### config.mk
export PLATFORM = sky130hd
export DESIGN_NAME = ctrl_sequencer
export DESIGN_NICKNAME = d
export VERILOG_FILES = /design/src/rtl/ctrl_sequencer.sv
export SDC_FILE = /design/constraint.sdc
export NUM_CORES = 1
export LEC_CHECK = 0
export BUFFER_PORTS_ARGS = -buffer_cell sky130_fd_sc_hd__buf_2
export CAP_MARGIN = 20
export CORE_MARGIN = 2
export CORE_UTILIZATION = 42
export DETAILED_ROUTE_END_ITERATION = 10
export GPL_TIMING_DRIVEN = 1
export PLACE_DENSITY = 0.94
export SLEW_MARGIN = 20
export SYNTH_ARGS = -nofsm -noshare
export SYNTH_HDL_FRONTEND = slang
export SYNTH_SLANG_ARGS = --single-unit
### constraint.sdc
create_clock -name Clock -period 2.35 [get_ports Clock]
set_input_delay 0.1175 -clock Clock [delete_from_list [all_inputs] [get_ports Clock]]
set_output_delay 0.1175 -clock Clock [all_outputs]
set_load 0.05 [all_outputs]
### src/rtl/ctrl_sequencer.sv
// Hardwired fetch/decode/execute control unit driving every ALUSystem control input.
// Define CU_INSTR_COUNT_EN to add the InstrCount retired-instruction counter port.
module ctrl_sequencer #(
   parameter bit          CLEAR_ON_RESET = 1'b1,
   parameter int unsigned Z_BIT          = 3
) (
   input  logic        Clock,
   input  logic        Reset,
   input  logic [15:0] IROut,
   input  logic [3:0]  ALUOutFlag,
   output logic [1:0]  ARF_OutASel,
   output logic [1:0]  ARF_OutBSel,
   output logic [1:0]  ARF_FunSel,
   output logic [3:0]  ARF_RSel,
   output logic [2:0]  RF_OutASel,
   output logic [2:0]  RF_OutBSel,
   output logic [1:0]  RF_FunSel,
   output logic [3:0]  RF_RSel,
   output logic [3:0]  RF_TSel,
   output logic [3:0]  ALU_FunSel,
   output logic        IR_Enable,
   output logic        IR_LH,
   output logic [1:0]  IR_Funsel,
   output logic        Mem_WR,
   output logic        Mem_CS,
   output logic [1:0]  MuxASel,
   output logic [1:0]  MuxBSel,
   output logic        MuxCSel,
   output logic        Halted
`ifdef CU_INSTR_COUNT_EN
   ,
   output logic [7:0]  InstrCount
`endif
);

   typedef enum logic [2:0] {
      StInit,
      StFetchL,
      StFetchH,
      StExec1,
      StExec2,
      StHalt
   } state_e;

   localparam logic [3:0] OpAnd = 4'h0;
   localparam logic [3:0] OpOr  = 4'h1;
   localparam logic [3:0] OpNot = 4'h2;
   localparam logic [3:0] OpAdd = 4'h3;
   localparam logic [3:0] OpSub = 4'h4;
   localparam logic [3:0] OpLsl = 4'h5;
   localparam logic [3:0] OpLsr = 4'h6;
   localparam logic [3:0] OpInc = 4'h7;
   localparam logic [3:0] OpDec = 4'h8;
   localparam logic [3:0] OpLdi = 4'h9;
   localparam logic [3:0] OpLd  = 4'hA;
   localparam logic [3:0] OpSt  = 4'hB;
   localparam logic [3:0] OpBra = 4'hC;
   localparam logic [3:0] OpBeq = 4'hD;
   localparam logic [3:0] OpBne = 4'hE;
   localparam logic [3:0] OpHlt = 4'hF;

   state_e     state_q, state_d;
   logic       z_q, z_d;
   logic [3:0] op;
   logic [1:0] rd, rs;
   logic       is_alu_op;
   logic       a_uses_rs;
   logic       branch_taken;
   logic [3:0] alu_fun;

   // The immediate reaches the datapath through MuxA/MuxB, never through this block.
   logic unused_inputs;
   assign unused_inputs = ^{IROut[7:0], ALUOutFlag};

   assign op = IROut[15:12];
   assign rd = IROut[11:10];
   assign rs = IROut[9:8];

   function automatic logic [3:0] reg_onehot(input logic [1:0] n);
      return 4'b1000 >> n;
   endfunction

   function automatic logic [2:0] reg_outsel(input logic [1:0] n);
      return {1'b1, n};
   endfunction

   always_comb begin
      is_alu_op = (op <= OpLsr);
      a_uses_rs = (op == OpNot) || (op == OpLsl) || (op == OpLsr);
      case (op)
         OpBra:   branch_taken = 1'b1;
         OpBeq:   branch_taken = z_q;
         OpBne:   branch_taken = !z_q;
         default: branch_taken = 1'b0;
      endcase
      case (op)
         OpAnd:   alu_fun = 4'b0111;
         OpOr:    alu_fun = 4'b1000;
         OpNot:   alu_fun = 4'b0010;
         OpAdd:   alu_fun = 4'b0100;
         OpSub:   alu_fun = 4'b0101;
         OpLsl:   alu_fun = 4'b1011;
         OpLsr:   alu_fun = 4'b1100;
         default: alu_fun = 4'b0000;
      endcase
   end

   always_comb begin
      state_d = state_q;
      z_d     = z_q;
      unique case (state_q)
         StInit:   state_d = StFetchL;
         StFetchL: state_d = StFetchH;
         StFetchH: state_d = StExec1;
         StExec1: begin
            if (is_alu_op) begin
               z_d     = ALUOutFlag[Z_BIT];
               state_d = StFetchL;
            end else if (op == OpLd || op == OpSt) begin
               state_d = StExec2;
            end else if (op == OpHlt) begin
               state_d = StHalt;
            end else begin
               state_d = StFetchL;
            end
         end
         StExec2:  state_d = StFetchL;
         StHalt:   state_d = StHalt;
         default:  state_d = StInit;
      endcase
   end

`ifdef CU_INSTR_COUNT_EN
   logic [7:0] instr_cnt_q, instr_cnt_d;

   always_comb begin
      instr_cnt_d = instr_cnt_q;
      if ((state_q == StExec1 || state_q == StExec2) && state_d == StFetchL) begin
         instr_cnt_d = instr_cnt_q + 8'd1;
      end
   end

   assign InstrCount = instr_cnt_q;
`endif

   always_ff @(posedge Clock) begin
      if (Reset) begin
         state_q     <= StInit;
         z_q         <= 1'b0;
`ifdef CU_INSTR_COUNT_EN
         instr_cnt_q <= 8'd0;
`endif
      end else begin
         state_q     <= state_d;
         z_q         <= z_d;
`ifdef CU_INSTR_COUNT_EN
         instr_cnt_q <= instr_cnt_d;
`endif
      end
   end

   // Reset forces idle controls so an aborted instruction writes nothing at that edge.
   always_comb begin
      ARF_OutASel = 2'b00;
      ARF_OutBSel = 2'b00;
      ARF_FunSel  = 2'b00;
      ARF_RSel    = 4'b0000;
      RF_OutASel  = 3'b000;
      RF_OutBSel  = 3'b000;
      RF_FunSel   = 2'b00;
      RF_RSel     = 4'b0000;
      RF_TSel     = 4'b0000;
      ALU_FunSel  = 4'b0000;
      IR_Enable   = 1'b0;
      IR_LH       = 1'b0;
      IR_Funsel   = 2'b00;
      Mem_WR      = 1'b0;
      Mem_CS      = 1'b1;
      MuxASel     = 2'b00;
      MuxBSel     = 2'b00;
      MuxCSel     = 1'b0;
      Halted      = (state_q == StHalt);
      if (!Reset) begin
         unique case (state_q)
            StInit: begin
               if (CLEAR_ON_RESET) begin
                  ARF_RSel  = 4'b1111;
                  RF_RSel   = 4'b1111;
                  RF_TSel   = 4'b1111;
                  IR_Enable = 1'b1;
               end
            end
            StFetchL, StFetchH: begin
               ARF_OutBSel = 2'b11;
               Mem_CS      = 1'b0;
               IR_Enable   = 1'b1;
               IR_Funsel   = 2'b01;
               IR_LH       = (state_q == StFetchH);
               ARF_RSel    = 4'b0001;
               ARF_FunSel  = 2'b11;
            end
            StExec1: begin
               unique case (op)
                  OpAnd, OpOr, OpNot, OpAdd, OpSub, OpLsl, OpLsr: begin
                     MuxCSel    = 1'b0;
                     RF_OutASel = a_uses_rs ? reg_outsel(rs) : reg_outsel(rd);
                     RF_OutBSel = reg_outsel(rs);
                     ALU_FunSel = alu_fun;
                     MuxASel    = 2'b00;
                     RF_RSel    = reg_onehot(rd);
                     RF_FunSel  = 2'b01;
                  end
                  OpInc, OpDec: begin
                     RF_RSel   = reg_onehot(rd);
                     RF_FunSel = (op == OpInc) ? 2'b11 : 2'b10;
                  end
                  OpLdi: begin
                     MuxASel   = 2'b10;
                     RF_RSel   = reg_onehot(rd);
                     RF_FunSel = 2'b01;
                  end
                  OpLd, OpSt: begin
                     MuxBSel    = 2'b10;
                     ARF_RSel   = 4'b1000;
                     ARF_FunSel = 2'b01;
                  end
                  OpBra, OpBeq, OpBne: begin
                     if (branch_taken) begin
                        MuxBSel    = 2'b10;
                        ARF_RSel   = 4'b0001;
                        ARF_FunSel = 2'b01;
                     end
                  end
                  OpHlt: ;
                  default: ;
               endcase
            end
            StExec2: begin
               ARF_OutBSel = 2'b00;
               Mem_CS      = 1'b0;
               if (op == OpSt) begin
                  MuxCSel    = 1'b0;
                  RF_OutASel = reg_outsel(rd);
                  ALU_FunSel = 4'b0000;
                  Mem_WR     = 1'b1;
               end else begin
                  MuxASel   = 2'b01;
                  RF_RSel   = reg_onehot(rd);
                  RF_FunSel = 2'b01;
               end
            end
            StHalt: ;
            default: ;
         endcase
      end
   end

endmodule

Word level (Yosys, flattened, before mapping):

Index checks and enable logic that the tools add are counted.
Widths: inputs -> output; s select.

* flip-flop bits (word level): 4
* bits in latches: 0
* RAM bits: 0
* ROM bits: 0
* input port bits: 22
* output and inout port bits: 42
* logic and storage cells: 97
* memories: 0

* $add $sub $neg: 0
* multiply operators: 0
* divide/modulo/power cells: 0
* order comparisons: 1
* equality and inequality tests: 20
* shift-type cells: 1
* mux-type cells: 56
* bitwise operators: 0
* reduce and logical (&&, ||, !) cells: 17

Operator list (count)
* $mux 4: 9
* $eq 4x4->1 const B: 8
* $pmux 4 s7: 1
* $mux 3: 9
* $pmux 4 s3: 2
* $mux 2: 10
* $pmux 2 s2: 5
* $eq 4x3->1 const B: 4
* $mux 1: 15
* $pmux 3 s5: 1
* $reduce_or 10->1: 1
* $reduce_or 3->1: 3
* $eq 4x2->1 const B: 2
* $pmux 4 s2: 1
* $reduce_or 2->1: 4
* $reduce_or 8->1: 1
* $reduce_or 7->1: 1
* $eq 3x2->1 const B: 2
* $eq 3x3->1 const B: 2
* $pmux 3 s2: 1
* $eq 4x1->1 const B: 1
* $le 4x3->1 const B: 1
* $logic_not 4->1: 1
* $shr 4x2->4 const A: 1
* 7 further kinds: 9

Longest topological paths before layout:

* depth in word-level cells: 7
* depth in mapped cells: 7
* mapped depth without buffers: 5

Worst setup path after synthesis:

Ideal clock, no wire load.

* path type: register -> output
* start point: reg state_q[0]
* end point: out ARF_RSel[3]
* arrival: 2.849 ns
* required time: 2.233 ns
* setup slack: -0.616 ns
* stages on the path, launching flop included: 5
* buffers on the path: 2
* cells stage by stage: dfxtp_1 -> buf_4 -> clkbuf_1 -> nor4_1 -> o21bai_1

* word-level cells in the longest chain between the ends: 4
* elaborated cells between the ends (all ways): 7
* those cells by class: eq/ne (3); mux (2); reduce/logical (2)

RTL lines
* from (decl): line 62 `state_e state_q, state_d;`
* from (signal assigned): line 148 `state_q <= StInit;`
* from (signal assigned): line 154 `state_q <= state_d;`
* $eq 3x2->1 or $eq 3x1->1 (tied branches): line 184 `unique case (state_q)`
* $reduce_or 2->1: line 184
* $pmux 4 s3 (*): line 184
* $mux 4 (*): line 183 `if (!Reset) begin`
* to (decl): line 14 `output logic [3:0] ARF_RSel,`

Mark *: on every way between the ends. The rest lies on a longest branch, timed or not.

Final worst setup path:

* start point: reg state_q[1]
* end point: out ALU_FunSel[1]

* word-level cells in the longest chain between the ends: 3

RTL lines
* $eq 3x2->1: line 184
* $mux 4
* $mux 4: line 183
* to (decl): line 20 `output logic [3:0] ALU_FunSel,`

No other way between the ends.

==> results.json <==
{
  "status": "finished, final reports clean",
  "crit_type": "flop to output pin",
  "powerDensity_nw_per_um2": 506.0,
  "synth_edf_count": 0,
  "r2r_cells": 4,
  "grt_pass1_vias": 796,
  "place_ws_ns": 0.4333,
  "syn_area_um2": 819.5,
  "grt_setup_unrepaired": "no",
  "rows": 15,
  "num_antenna_cells": 0,
  "first_pass_iters": 4,
  "r2r-end": "z_q",
  "p_total_mw": 0.5325,
  "synth_top_area_share_pct": 10.99,
  "synthToLayoutAreaGrowth_pct": 28.40,
  "fin_ws_ns": 0.1850,
  "overflow": 0,
  "wl_um": 2212,
  "finalHoldViolCount": 0,
  "grt_max_degree": 22,
  "syn_avg_cell_area_um2": 6.773,
  "dp_hpwl_um": 1781,
  "pwr-share-comb_pct": 68.0,
  "ys_async_sr_fraction_pct": 0,
  "final-max-slew-violation-count": 0,
  "yosysSeqAreaShare_pct": 9.771,
  "pin_count": 64,
  "dieArea_um2": 2321,
  "initial_core_util_pct": 45.96,
  "drive_gt1_share_pct": 42.95,
  "seqPwrFrac_pct": 15.8,
  "cts-buffers-inserted": 3,
  "dr_total_vias": 969,
  "path_max_fanout": 10,
  "die_x_um": 48.18,
  "final_cells": 181,
  "finalSetupViolCount": 0,
  "post-cts-setup-buffer-count": 0,
  "synthFlopType": "dfxtp_1",
  "cts_tree": "built",
  "ys_ff_latch": 4,
  "ys_warn_count": 0,
  "drt-initial-drc-count": 27,
  "r2r_start": "state_q[1]",
  "p_int_mw": 0.2163,
  "cp.required_ns": 2.23,
  "wire_per_inst_um": 12.22,
  "insertion_delay_ns": 0.24,
  "ys_top_cells_by_area": "buf_4 (11%), dfxtp_1 (9.8%), nor2_1 (5.5%), nor3_1 (4.9%), nand3b_1 (4.6%)",
  "drc_errors": 0,
  "gp_congestion": 0.8523,
  "post-route-min-period_ns": 2.165,
  "arrival_ns": 2.05,
  "endpoint_kind": "output pin",
  "port_buffers": 47,
  "grt_use_total_pct": 20.21,
  "grt_pass1_wl_um": 3270,
  "setup_tns_ns": 0,
  "cp-start-kind": "flop",
  "hold_class": "primary input to flop",
  "yosysTopAreaCell": "buf_4",
  "antenna_found_initial": 0,
  "max_cap_violations": 0,
  "nNetsFinal": 180,
  "cts.path.max_buffers": 2,
  "cts_sinks": 4,
  "hold_buffers": 0,
  "whs_endpoint": "z_q",
  "finalClockSkew_ns": 0.002164,
  "p_switching_mw": 0.3162,
  "switching_share_pct": 59.38,
  "finalCritPeriodShare_pct": 92.13,
  "core_um2": 1783,
  "hold_depth": 3,
  "r2r_slack_ns": 0.88,
  "clkSlewWorstSetupHoldPaths_ns": 0.04,
  "post_cts_resized": 0,
  "max-vdd-ir-drop_uv": 359.0,
  "leakage_nw": 0.5177,
  "clockPowerShare_pct": 16.3,
  "dp.cells": 178,
  "root_buffer": "clkbuf_4",
  "vias_per_cell": 5.354,
  "clock.fmax_mhz": 461.9,
  "yosysUniqueCellTypes": 43,
  "die_h_um": 48.18,
  "synth_cells": 121,
  "min_from": "ALUOutFlag[3]",
  "cts_max_level": 1,
  "ant_nets": 0
}
-- cell usage in the layout, fill, tap and decap left out, types with 2 or more instances in the layout --
cell / count
buf_2: 47
nor2_1: 12
a21oi_1: 7
inv_1: 6
nor3_1: 6
nand3b_1: 5
conb_1: 5
nand2b_1: 4
nand2_1: 4
dfxtp_1: 4
nand3_1: 3
nor2b_1: 3
or2_2: 3
nor4_2: 3
clkbuf_4: 3
buf_4: 3
mux2i_1: 2
xnor2_1: 2
nor3_2: 2
a211oi_1: 2
a21o_1: 2
o21a_1: 2
o32ai_1: 2
o211ai_1: 2
or3_1: 2
-- how the worst max path moves through the flow --
stage	endpoint	slack [ns]	cells after the start	from
after floorplan	ARF_RSel[3]	0.04	4	state_q[0]
after global placement	ALU_FunSel[1]	0.48	5	state_q[1]
after detailed placement	ALU_FunSel[1]	0.43	5	state_q[1]
after CTS	ALU_FunSel[1]	0.18	5	state_q[1]
after global routing	ALU_FunSel[1]	0.03	5	state_q[1]
final	ALU_FunSel[1]	0.18	5	state_q[1]
-- registers in the layout (all words and copies together), names as in the netlist --
| name | count |
|---|---|
| state_q | 3 |
| z_q | 1 |
-- metal layers --
metal	track usage [%]	vias to the layer above	wire, um
met1	24.61	428	966
met5	0	-	0
met3	1.852	5	160
met4	11.35	0	43
met2	34.47	49	1042
li1	-	487	-
-- cell families (layout without fill, tap and decap cells) --
| family | Yosys count | count (layout) | synth area share, % |
|---|---|---|---|
| multiplexers | 2 | 2 | 2.443 |
| other | 1 | 5 | 0.4576 |
| XOR/XNOR | 2 | 2 | 2.138 |
| buffers and inverters | 28 | 59 | 18.63 |
| flip-flops | 4 | 4 | 9.771 |
| AO/OA/AOI/OAI | 27 | 27 | 25.95 |
| AND/OR/NAND/NOR | 57 | 57 | 40.61 |
-- Yosys cell counts (3+ instances only) --
library cell / n
o32ai_1: 3
nand2b_1: 4
nor2b_1: 3
or2_2: 3
nand3b_1: 5
buf_4: 12
a21oi_1: 7
clkbuf_1: 7
nor3_1: 8
nor4_1: 4
dfxtp_1: 4
inv_1: 6
nand3_1: 3
nor2_1: 12
nand2_1: 4
-- cell type report --
class,instances,area [um2]
fillers,176,730.7
inverters,6,22.52
clock buffers,3,22.52
multi-input cells,93,638.1
well taps,25,31.28
flip-flops and latches,4,80.08
repair buffers,50,257.7
-- stage by stage --
| stage | area (um2) | hold WS, ns | util (%) |
|---|---|---|---|
| 2_1_floorplan | 870.8 | 0.2647 | - |
| 3_3_place_gp | 1030 | 0.3665 | 57.75 |
| 3_5_place_dp | 1030 | 0.3734 | 57.75 |
| 4_1_cts | 1052 | 0.1346 | 59.02 |
| 5_1_grt | 1052 | 0.1383 | 59.02 |
| 6_report | 1052 | 0.1263 | 59.02 |
-- power groups by stage --
stage                     clock network (mW)  registers [mW]  logic, mW
final                                 0.0866          0.0840      0.362
after global routing                  0.0989          0.0850      0.384
after CTS                             0.0868          0.0836      0.364
after detailed placement                   0          0.0846      0.363
after global placement                     0          0.0840      0.356
after floorplan                            0          0.0773      0.326
-- worst max-delay path, stage by stage, from the launching register on --
cell	delay, ns
dfxtp_1	0.47
and2_1	0.32
and3_2	0.30
nand2_4	0.09
a2111oi_4	0.31
buf_2	0.31
Note: power is estimated with default switching activity, not from simulation.
